File: src/rtl/req_encoder_pkg.sv
// ============================================================================
// Module  : req_encoder_pkg
// Brief   : Shared types, widths and helpers for the request encoder.
// Rev     : 1.0  initial release
// ============================================================================
`default_nettype none

package req_encoder_pkg;

    localparam int VEC_W  = 4;
    localparam int CODE_W = 2;

    typedef enum logic [0:0] {
        IDLE = 1'b0,
        EMIT = 1'b1
    } state_t;

    // Index of the highest set bit; an all-zero vector maps to code 0.
    function automatic logic [CODE_W-1:0] prio_enc(input logic [VEC_W-1:0] v);
        logic [CODE_W-1:0] code;
        code = '0;
        for (int i = 0; i < VEC_W; i++) begin
            if (v[i]) begin
                code = CODE_W'(i);
            end
        end
        return code;
    endfunction

    function automatic logic is_onehot(input logic [VEC_W-1:0] v);
        int cnt;
        cnt = 0;
        for (int i = 0; i < VEC_W; i++) begin
            cnt = cnt + (v[i] ? 1 : 0);
        end
        return (cnt == 1);
    endfunction

endpackage

`default_nettype wire

File: src/rtl/req_encoder_prio.sv
// ============================================================================
// Module  : req_encoder_prio
// Brief   : Combinational highest-set-bit encoder with one-hot clear mask.
// Rev     : 1.0  initial release
// ============================================================================
`default_nettype none

module req_encoder_prio
    import req_encoder_pkg::*;
(
    input  logic [VEC_W-1:0]  pend,
    output logic [CODE_W-1:0] code,
    output logic [VEC_W-1:0]  clear_mask
);

    logic [CODE_W-1:0] w_code;

    assign w_code     = prio_enc(pend);
    assign code       = w_code;
    assign clear_mask = (pend != '0) ? (VEC_W'(1) << w_code) : '0;

endmodule

`default_nettype wire

File: src/rtl/req_encoder.sv
// ============================================================================
// Module  : req_encoder
// Brief   : Sequential 4-to-2 encoder; one code per set request bit, highest
//           index first. Define REQ_ENCODER_ERR_EN to add the err output.
// Rev     : 1.0  initial release
// ============================================================================
`default_nettype none

module req_encoder
    import req_encoder_pkg::*;
(
    input  logic              clk,
    input  logic              rst_n,
    input  logic              in_valid,
    output logic              in_ready,
    input  logic [VEC_W-1:0]  in_vec,
    output logic              out_valid,
    input  logic              out_ready,
    output logic [CODE_W-1:0] out_code,
    output logic              out_last
`ifdef REQ_ENCODER_ERR_EN
    ,
    output logic              err
`endif
);

    state_t            r_state;
    logic [VEC_W-1:0]  r_pend;
    logic              r_en;
    logic [CODE_W-1:0] w_code;
    logic [VEC_W-1:0]  w_clear;
    logic              w_last;
    logic              w_in_fire;
    logic              w_vec_zero;

    req_encoder_prio u_prio (
        .pend       (r_pend),
        .code       (w_code),
        .clear_mask (w_clear)
    );

    assign w_last     = is_onehot(r_pend);
    assign w_vec_zero = (in_vec == '0);

    // r_en keeps in_ready low until the first edge after reset release.
    assign in_ready  = r_en && ((r_state == IDLE) ||
                                ((r_state == EMIT) && out_ready && w_last));
    assign w_in_fire = in_valid && in_ready;

    assign out_valid = (r_state == EMIT);
    assign out_code  = w_code;
    assign out_last  = w_last;

    always_ff @(posedge clk or negedge rst_n) begin
        if (!rst_n) begin
            r_state <= IDLE;
            r_pend  <= '0;
            r_en    <= 1'b0;
        end else begin
            r_en <= 1'b1;
            case (r_state)
                IDLE: begin
                    if (w_in_fire && !w_vec_zero) begin
                        r_pend  <= in_vec;
                        r_state <= EMIT;
                    end
                end
                EMIT: begin
                    if (out_ready) begin
                        if (w_last) begin
                            // Final beat: reload directly when a new vector arrives.
                            if (w_in_fire && !w_vec_zero) begin
                                r_pend <= in_vec;
                            end else begin
                                r_pend  <= '0;
                                r_state <= IDLE;
                            end
                        end else begin
                            r_pend <= r_pend & ~w_clear;
                        end
                    end
                end
                default: begin
                    r_state <= IDLE;
                    r_pend  <= '0;
                end
            endcase
        end
    end

`ifdef REQ_ENCODER_ERR_EN
    logic r_err;

    always_ff @(posedge clk or negedge rst_n) begin
        if (!rst_n) begin
            r_err <= 1'b0;
        end else begin
            r_err <= w_in_fire && w_vec_zero;
        end
    end

    assign err = r_err;
`endif

endmodule

`default_nettype wire

File: config.mk
export PLATFORM = sky130hd
export DESIGN_NAME = req_encoder
export DESIGN_NICKNAME = d
export VERILOG_FILES = /design/src/rtl/req_encoder_pkg.sv /design/src/rtl/req_encoder_prio.sv /design/src/rtl/req_encoder.sv
export SDC_FILE = /design/constraint.sdc
export NUM_CORES = 1
export LEC_CHECK = 0
export ABC_AREA = 1
export BUFFER_PORTS_ARGS = -buffer_cell sky130_fd_sc_hd__buf_2
export CAP_MARGIN = 20
export CORE_UTILIZATION = 35
export CTS_CLUSTER_DIAMETER = 150
export DETAILED_ROUTE_END_ITERATION = 8
export GPL_ROUTABILITY_DRIVEN = 1
export SLEW_MARGIN = 0
export SYNTH_ARGS = -nofsm -noshare
export SYNTH_HDL_FRONTEND = slang
export SYNTH_HIERARCHICAL = 1
export SYNTH_SLANG_ARGS = --single-unit
export TNS_END_PERCENT = 100
File: constraint.sdc
create_clock -name clk -period 2 [get_ports clk]
set_input_delay 0.2 -clock clk [delete_from_list [all_inputs] [get_ports clk]]
set_output_delay 0.2 -clock clk [all_outputs]
set_load 0.02 [all_outputs]
**Word-level counts from Yosys, hierarchy flattened**

Cells that the tools add are included.

- Flip-flop bits (word level): 6
- Input port bits: 8
- Output and inout bits: 5
- Word-level logic and storage cells: 40

- $add $sub $neg: 3
- Equality and inequality tests: 3
- Shifts and indexed selects: 1
- Muxes and demuxes: 17
- Bitwise logic cells: 3
- Reduce and logical (&&, ||, !) cells: 10

Operators with widths:

| kind | number |
|---|---|
| $mux 4 | 5 |
| $mux 1 | 8 |
| $pmux 4 s2 | 1 |
| $logic_and 1x1->1 | 5 |
| $add 3x1->4 | 1 |
| $and 4x4->4 | 1 |
| $eq 4x1->1 const B | 1 |
| $logic_not 4->1 | 1 |
| $mux 2 | 2 |
| $not 4->4 | 1 |
| $reduce_bool 4->1 | 1 |
| $shl 1x2->4 const A | 1 |
| $add 2x1->3 | 1 |
| $add 1x1->2 | 1 |
| $ne 2x1->1 const B | 1 |
| $ne 2x2->1 const B | 1 |
| $pmux 1 s2 | 1 |
| $reduce_and 2->1 | 1 |
| $logic_not 1->1 | 1 |
| $logic_or 1x1->1 | 1 |
| $not 1->1 | 1 |

**Longest topological paths before layout**

Gate-level depths: netlist of the first run.

- Word-level depth: 14
- Mapped depth: 12
- Depth with buffers taken out: 12

**By module**

Netlist of the first run, hierarchy kept.

By module, submodules not included:

| module | instances | cells an instance | area each (µm²) | sequential area each (µm²) |
|---|---|---|---|---|
| req_encoder | 1 | 72 | 510.5 | 150.1 |
| req_encoder_prio | 1 | 10 | 41.3 | 0.0 |

**Worst setup path after synthesis of the first run**

OpenSTA, ideal clock, no wires.

- Kind: register -> register
- Start: register r_pend[0]
- End: register r_state, in the netlist out_valid
- Setup time: 0.067 ns
- Arrival: 2.310 ns
- Data required time: 1.933 ns
- Path slack: -0.377 ns
- Stages on the path, launching flop included: 11
- Path buffers: 0
- Period minus slack after synthesis: 2.377 ns
- Cells stage by stage: dfrtp_1 -> inv_1 -> fa_1 -> inv_1 -> ha_1 -> ha_1 -> inv_1 -> nand4_1 -> a21boi_0 -> nand2_1 -> nand2_1

- Longest elaborated chain between the ends: 14

Ends and longest elaborated chain:

| element | line | source |
|---|---|---|
| start: declaration | req_encoder.sv:28 | `logic [VEC_W-1:0] r_pend;` |
| start signal: assignment | req_encoder.sv:64 | `r_pend <= in_vec;` |
| start signal: assignment | req_encoder.sv:73 | `r_pend <= in_vec;` |
| start signal: assignment | req_encoder.sv:79 | `r_pend <= r_pend & ~w_clear;` |
| $mux 1 * | req_encoder_pkg.sv:34 | `cnt = cnt + (v[i] ? 1 : 0);` |
| $add 1x1->2 * | req_encoder_pkg.sv:34 |  |
| $add 2x1->3 * | req_encoder_pkg.sv:34 |  |
| $add 3x1->4 * | req_encoder_pkg.sv:34 |  |
| $eq 4x1->1 * | req_encoder_pkg.sv:36 | `return (cnt == 1);` |
| $logic_and 1x1->1 * | req_encoder.sv:47 | `((r_state == EMIT) && out_ready && w_last));` |
| $logic_or 1x1->1 * | req_encoder.sv:46 | `assign in_ready = r_en && ((r_state == IDLE) \|\|` |
| $logic_and 1x1->1 * | req_encoder.sv:46 |  |
| net in_ready | req_encoder.sv:15 | `output logic in_ready,` |
| $logic_and 1x1->1 * | req_encoder.sv:48 | `assign w_in_fire = in_valid && in_ready;` |
| $logic_and 1x1->1 * | req_encoder.sv:63, req_encoder.sv:72 |  |
| $mux 1 * | req_encoder.sv:63, req_encoder.sv:72 |  |
| $mux 1 | req_encoder.sv:70 | `if (w_last) begin` |
| $mux 1 | req_encoder.sv:69 | `if (out_ready) begin` |
| $pmux 1 s2 * | req_encoder.sv:61 | `case (r_state)` |
| end signal: assignment | req_encoder.sv:65 | `r_state <= EMIT;` |
| end signal: assignment | req_encoder.sv:76 | `r_state <= IDLE;` |
| end signal: assignment | req_encoder.sv:84 | `r_state <= IDLE;` |
| end: declaration | req_encoder.sv:27 | `state_t r_state;` |

Mark *: on every way through the listed nets, which the timed path passes. The rest lies on a longest branch.
A chain may end at the register's enable or synchronous reset.

**Worst setup path in the final report of the first run**

- Start: register r_pend[3]
- End: output port in_ready

- Longest elaborated chain between the ends: 6

Ends and longest elaborated chain:

| element | line |
|---|---|
| $mux 1 | req_encoder_pkg.sv:34 |
| $add 3x1->4 | req_encoder_pkg.sv:34 |
| $eq 4x1->1 | req_encoder_pkg.sv:36 |
| $logic_and 1x1->1 | req_encoder.sv:47 |
| $logic_or 1x1->1 | req_encoder.sv:46 |
| $logic_and 1x1->1 | req_encoder.sv:46 |
| end: declaration | req_encoder.sv:15 |

No other way between the ends.

==> impl_metrics.toml, run 1 <==
[status]
status = "finished, violations left"
violations = "negative setup slack"

[critical_path]
reg2reg_slack_ns = -0.26
timing.rr.start = "r_pend[3]$_DFFE_PN0P_"
rr_worst_depth = 13
r2r_end = "r_pend[2]$_DFFE_PN0P_"
critPathKind = "reg2out"
critPathMaxFanout = 2
worstPathArrival_ns = 2.12
cp.required_ns = 1.80
end_kind = "output pin"
critPathLaunchType = "register"

[synthesis]
synth_area_um2 = 551.8
synth_edf_count = 0
yosysMostFrequentCell = "nand2_1"
ys_ff_latch = 6
synth_area_leaders = "dfrtp_1 (27%), nand2_1 (11%), inv_1 (10%)"
synth_common_cells = "nand2_1 (16), inv_1 (15), nor2_1 (12)"
synthFlopType = "dfrtp_1"
synth-async-reset-ratio = 1.000
yosys_warnings = 6
synth.top_cell.area_share = 0.2721
syn-num-nets = 93
synth_top_area_cell = "dfrtp_1"
synth.distinct_cells = 20
syn_area_per_cell_um2 = 6.729
ys_seq_area_frac = 0.2721
syn_inst = 82

[clock_tree]
clockBufferDepth = 2
cts_buffers = 3
htreeDepth = 1
clock_latency_ns = 0.24
clk_pin_slew_worst_paths_ns = 0.04
cts-root-buf = "clkbuf_4"
cts.sinks = 6
cts_tree = "yes"

[layout]
area_growth_pct = 39.00
drive_gt1_frac = 0.4175
post-route-util = 0.5548
n_antenna_cell = 0
finalNetCount = 116

[timing]
finalMaxSlewViolations = 0
fmax_mhz = 430.6
hold_ws_ns = 0.3148
fin_crit_sh = 1.161
hold_violations = 0
min_period_ns = 2.322
setup_slack_ns = -0.3223
rsz0062_at_grt = "true"
setup_viol = 7
skew_ns = 0.003934

[drt]
drt_pass1_iterations = 4
ant_nets = 0
wl_per_cell_um = 10.87
viasPerCell = 4.924
drt_iter0_markers = 20
wl_um = 1283
vias = 581
post-route-drc-count = 0

[grt]
antenna_found_initial = 0
grt_use_total = 0.1721
first_global_vias = 577
grt_max_degree = 10
grt_pass1_wl_um = 2318
grt-ovfl-total = 0

[power_and_ir_drop]
total_power_uw = 1548
ir_worst_vdd_uv = 966.7
p_leak_uw = 0.0004065
powerDensity_nw_per_um2 = 2018

[placed_design]
dp_hpwl_um = 1032
pre_cts_slack_ns = -0.1787
io_buffers = 12
globalplace.congestion = 0.9208

[floorplanning]
fp.dieW_um = 41.71
ios = 13
initial_utilization = 0.3991
die_h_um = 41.71
dieArea_um2 = 1739
rows = 13
coreArea_um2 = 1383

[worst_hold_path]
hold_class = "in2async"

[run]
maxCapViolations = 0
## routing by layer
metal  global-route usage  up-vias  wire length (µm)
li1                     -      303                 -
met1               0.2141      260               579
met2               0.2906       18               625
met3              0.05217        0                78
met4              0.03871        0                 0
met5                    0        -                 0
## worst max path at each step
stage	start	to	cells after the start
after floorplan	r_pend[0]$_DFFE_PN0P_	r_pend[3]$_DFFE_PN0P_	12
after global placement	r_pend[0]$_DFFE_PN0P_	r_pend[2]$_DFFE_PN0P_	12
after detailed placement	r_pend[0]$_DFFE_PN0P_	r_pend[0]$_DFFE_PN0P_	12
after CTS	r_pend[3]$_DFFE_PN0P_	in_ready	9
after global routing	r_pend[3]$_DFFE_PN0P_	in_ready	9
final	r_pend[3]$_DFFE_PN0P_	in_ready	9
## per-stage QoR
step                setup TNS [ns]  cells  cell area [µm²]
floorplan                  -0.1610     82            570.5
global placement           -0.7953    112            675.6
detailed placement         -0.8292    112            675.6
CTS                         -1.782    118            725.7
global route                -2.457    118            767.0
finish                      -1.623    118            767.0
## power breakdown
group	switching [µW]	total [µW]	internal, µW
sequential	63.9	238	174
clock	37.7	105	67.5
combinational	720	1200	484
total	822	1550	726
## placed cells by master (no fill, tap or decap)
cell,instances
nand2_2,2
nand3_1,4
inv_1,10
clkbuf_4,3
a31oi_1,1
nand2_1,15
a21oi_1,3
buf_6,1
dfrtp_1,6
nor2_1,12
buf_2,11
nand2_4,2
nand3_2,5
inv_2,8
nand4_1,5
buf_4,6
fa_1,1
a21boi_2,1
ha_4,2
o21ai_0,1
nand4_4,1
a21oi_4,1
conb_1,1
dlygate4sd3_1,1
## registers in the layout, indices dropped and copies added, names as in the netlist
name,count
r_en,1
out_valid,1
r_pend,4
## critical path, stage by stage (launching register included)
cell and delay [ns]:
dfrtp_1 0.35, inv_2 0.05, fa_1 0.54, inv_2 0.04, ha_4 0.15, ha_4 0.20, inv_2 0.06, nand4_1 0.14
a21boi_2 0.19, buf_4 0.15
## cells by family (layout without fill, tap and decap cells)
logic type | Yosys count | after routing | synth area share
DFF | 6 | 6 | 0.2721
other | 1 | 1 | 0.006796
adders and majority gates | 3 | 3 | 0.08163
and+or+nand+nor | 46 | 46 | 0.4195
AOI/OAI and AO/OA | 7 | 7 | 0.09071
buffers and inverters | 19 | 40 | 0.1292
## final cells by class
cell class	instances	area [µm²]
Inverter	18	67.56
Sequential cell	6	150.1
Clock buffer	3	22.52
Timing Repair Buffer	19	121.4
Fill cell	135	615.6
Multi-Input combinational cell	57	386.6
Tap cell	15	18.77
## timing repair
action | CTS | global route
hold endpoints to repair | 6 | 0
hold buffers | 1 | 0
pin swaps | 2 | 3
endpoints found under the setup margin | 7 | 7
setup buffers | 2 | 1
resized for setup | 1 | 10
gates cloned | 0 | 0
Note: power is estimated with default switching activity, not from simulation.
==> run 2: changes to the inputs <==
--- a/constraint.sdc
+++ b/constraint.sdc
@@ -3,2 +3,2 @@
 set_output_delay 0.2 -clock clk [all_outputs]
-set_load 0.02 [all_outputs]
+set_load 0.005 [all_outputs]
==> run 2 against run 1 <==
Net effect: the run still ends with negative setup slack left; clock-buffer cell count unchanged; first-iteration DRC count down 75%; total power shrank 12%; largest cell class unchanged; sequential power shrank 4%; clock power about the same; sequential share of layout area grew 0.064 points; routed wire length is 7.1% lower; critical path depth unchanged.
==> impl_metrics.toml, run 2 (synthesis gave the netlist of run 1 again) <==
[status]
status = "finished, violations left"
violations = "negative setup slack"

[grt]
grt-ovfl-total = 0
grt_pass1_wl_um = 2221
antenna_found_initial = 0
grt_use_total = 0.1630
grt_max_degree = 10
first_global_vias = 538

[timing]
skew_ns = 0.001350
rsz0062_at_grt = "true"
min_period_ns = 2.299
fin_setup_tns_ns = -1.354
finalMaxSlewViolations = 0
setup_viol = 7
fmax_mhz = 435.0
setup_slack_ns = -0.2990
hold_ws_ns = 0.3311
fin_crit_sh = 1.149
hold_violations = 0

[worst_hold_path]
holdCritStartpoint = "in_vec[3]"
min_to = "r_pend[3]$_DFFE_PN0P_"
holdPathStages = 5
hold_class = "in2reg"

[critical_path]
critPathMaxFanout = 2
reg2reg_slack_ns = -0.22
rr_worst_depth = 12
cp_slowest_stage_delay_ns = 0.52
end_kind = "output pin"
critPathKind = "reg2out"
crit_top_cell = "inv_2"
cp_cell_sequence = "inv_2 > fa_1 > inv_1 > ha_2 > ha_4 > inv_2 > nand4_1 > a21boi_2 > buf_2"
timing.rr.start = "r_pend[3]$_DFFE_PN0P_"
worstPathArrival_ns = 2.10
cp.required_ns = 1.80
critical-path-slowest-cell = "fa_1"
r2r_end = "r_pend[0]$_DFFE_PN0P_"
critPathLaunchType = "register"

[layout]
post-route-util = 0.5529
drive_gt1_frac = 0.4231
multi_input_area_um2 = 379.1
finalNetCount = 117
most-common-layout-cells = "nand2_1 (14), inv_1 (12), nor2_1 (12), buf_2 (12)"
area_growth_pct = 38.55
n_antenna_cell = 0
regMostFlops = "r_pend"
ff_latch_area_um2 = 150.1
final_common_cell = "nand2_1"
largest_register_ffs = 4
nFillCells = 134

[power_and_ir_drop]
intPower_uw = 680.9
p_leak_uw = 0.0004114
pwr-share-clk = 0.075
ir_worst_vdd_uv = 1128
p_comb_frac = 0.757
seq_power_share = 0.168
swShare = 0.4993
powerDensity_nw_per_um2 = 1779
p_switching_uw = 679.1

[drt]
drt_iter0_markers = 5
wl_per_cell_um = 10.02
wl_um = 1192
vias = 553
ant_nets = 0
viasPerCell = 4.647
drt_pass1_iterations = 4
post-route-drc-count = 0

[floorplanning]
fp.dieW_um = 41.71
dieArea_um2 = 1739
ios = 13
rows = 13
coreArea_um2 = 1383
initial_utilization = 0.3991
die_h_um = 41.71

[run]
maxCapViolations = 0

[clock_tree]
cts.sinks = 6
cts-root-buf = "clkbuf_4"
clockBufferDepth = 2
cts_tree = "yes"
clock_latency_ns = 0.23
cts_buffers = 3
htreeDepth = 1
clk_pin_slew_worst_paths_ns = 0.04

[placed_design]
io_buffers = 12
globalplace.congestion = 0.7849
dp_hpwl_um = 982.2
==> run 2: stage by stage <==
step	worst slack [ns]	power [µW]	instance area (µm²)	cells
finish	-0.2990	1360	764.5	119
CTS	-0.3179	1362	752.0	119
global route	-0.4313	1529	764.5	119
detailed placement	-0.1907	1190	689.4	113
floorplan	-0.01012	894.9	576.8	82
global placement	-0.1602	1185	689.4	113
==> run 2: how the worst max path moves through the flow <==
stage,from,to,slack (ns),depth (start not counted)
2_1_floorplan,r_pend[0]$_DFFE_PN0P_,r_pend[0]$_DFFE_PN0P_,-0.01,12
3_3_place_gp,r_pend[0]$_DFFE_PN0P_,r_pend[3]$_DFFE_PN0P_,-0.16,12
3_5_place_dp,r_pend[0]$_DFFE_PN0P_,r_pend[0]$_DFFE_PN0P_,-0.19,12
4_1_cts,r_pend[0]$_DFFE_PN0P_,in_ready,-0.32,9
5_1_grt,r_pend[3]$_DFFE_PN0P_,in_ready,-0.43,9
6_report,r_pend[3]$_DFFE_PN0P_,in_ready,-0.30,9
==> run 2: what timing repair did <==
| item | CTS | global route |
|---|---|---|
| setup buffers | 2 | 1 |
| gates resized for setup | 4 | 4 |
| endpoints found under the setup margin | 6 | 7 |
| hold buffers | 1 | 0 |
| endpoints found under the hold margin | 6 | 0 |
| gates cloned | 0 | 0 |
| pin swaps | 3 | 6 |
==> run 2: area by class of cell <==
| class | count | area share |
|---|---|---|
| multi-input cells | 57 | 0.4959 |
| flip-flops and latches | 6 | 0.1964 |
| repair buffers | 20 | 0.1653 |
| inverters | 18 | 0.08838 |
| clock buffers | 3 | 0.02946 |
| well taps | 15 | 0.02455 |
==> run 2: metal layers <==
metal,part of all wire,vias to the layer above,track usage
met5,0,-,0
li1,-,308,-
met2,0.48,8,0.2688
met3,0.038,0,0.03913
met4,0,0,0.01935
met1,0.48,237,0.2222
==> run 2: power by group through the flow <==
| stage | clock network (µW) | logic (µW) | registers, µW |
|---|---|---|---|
| global route | 117 | 1180 | 236 |
| floorplan | 0 | 666 | 229 |
| CTS | 108 | 1030 | 227 |
| detailed placement | 0 | 962 | 229 |
| global placement | 0 | 958 | 227 |
| finish | 102 | 1030 | 228 |
==> run 2: critical path, delay by kind of cell (launching register included) <==
kind / cells / cell delay, ns
buf+inv: 4 / 0.27
simple gates: 1 / 0.15
flops: 1 / 0.35
compound gates: 1 / 0.19
fa+ha+maj: 3 / 0.90
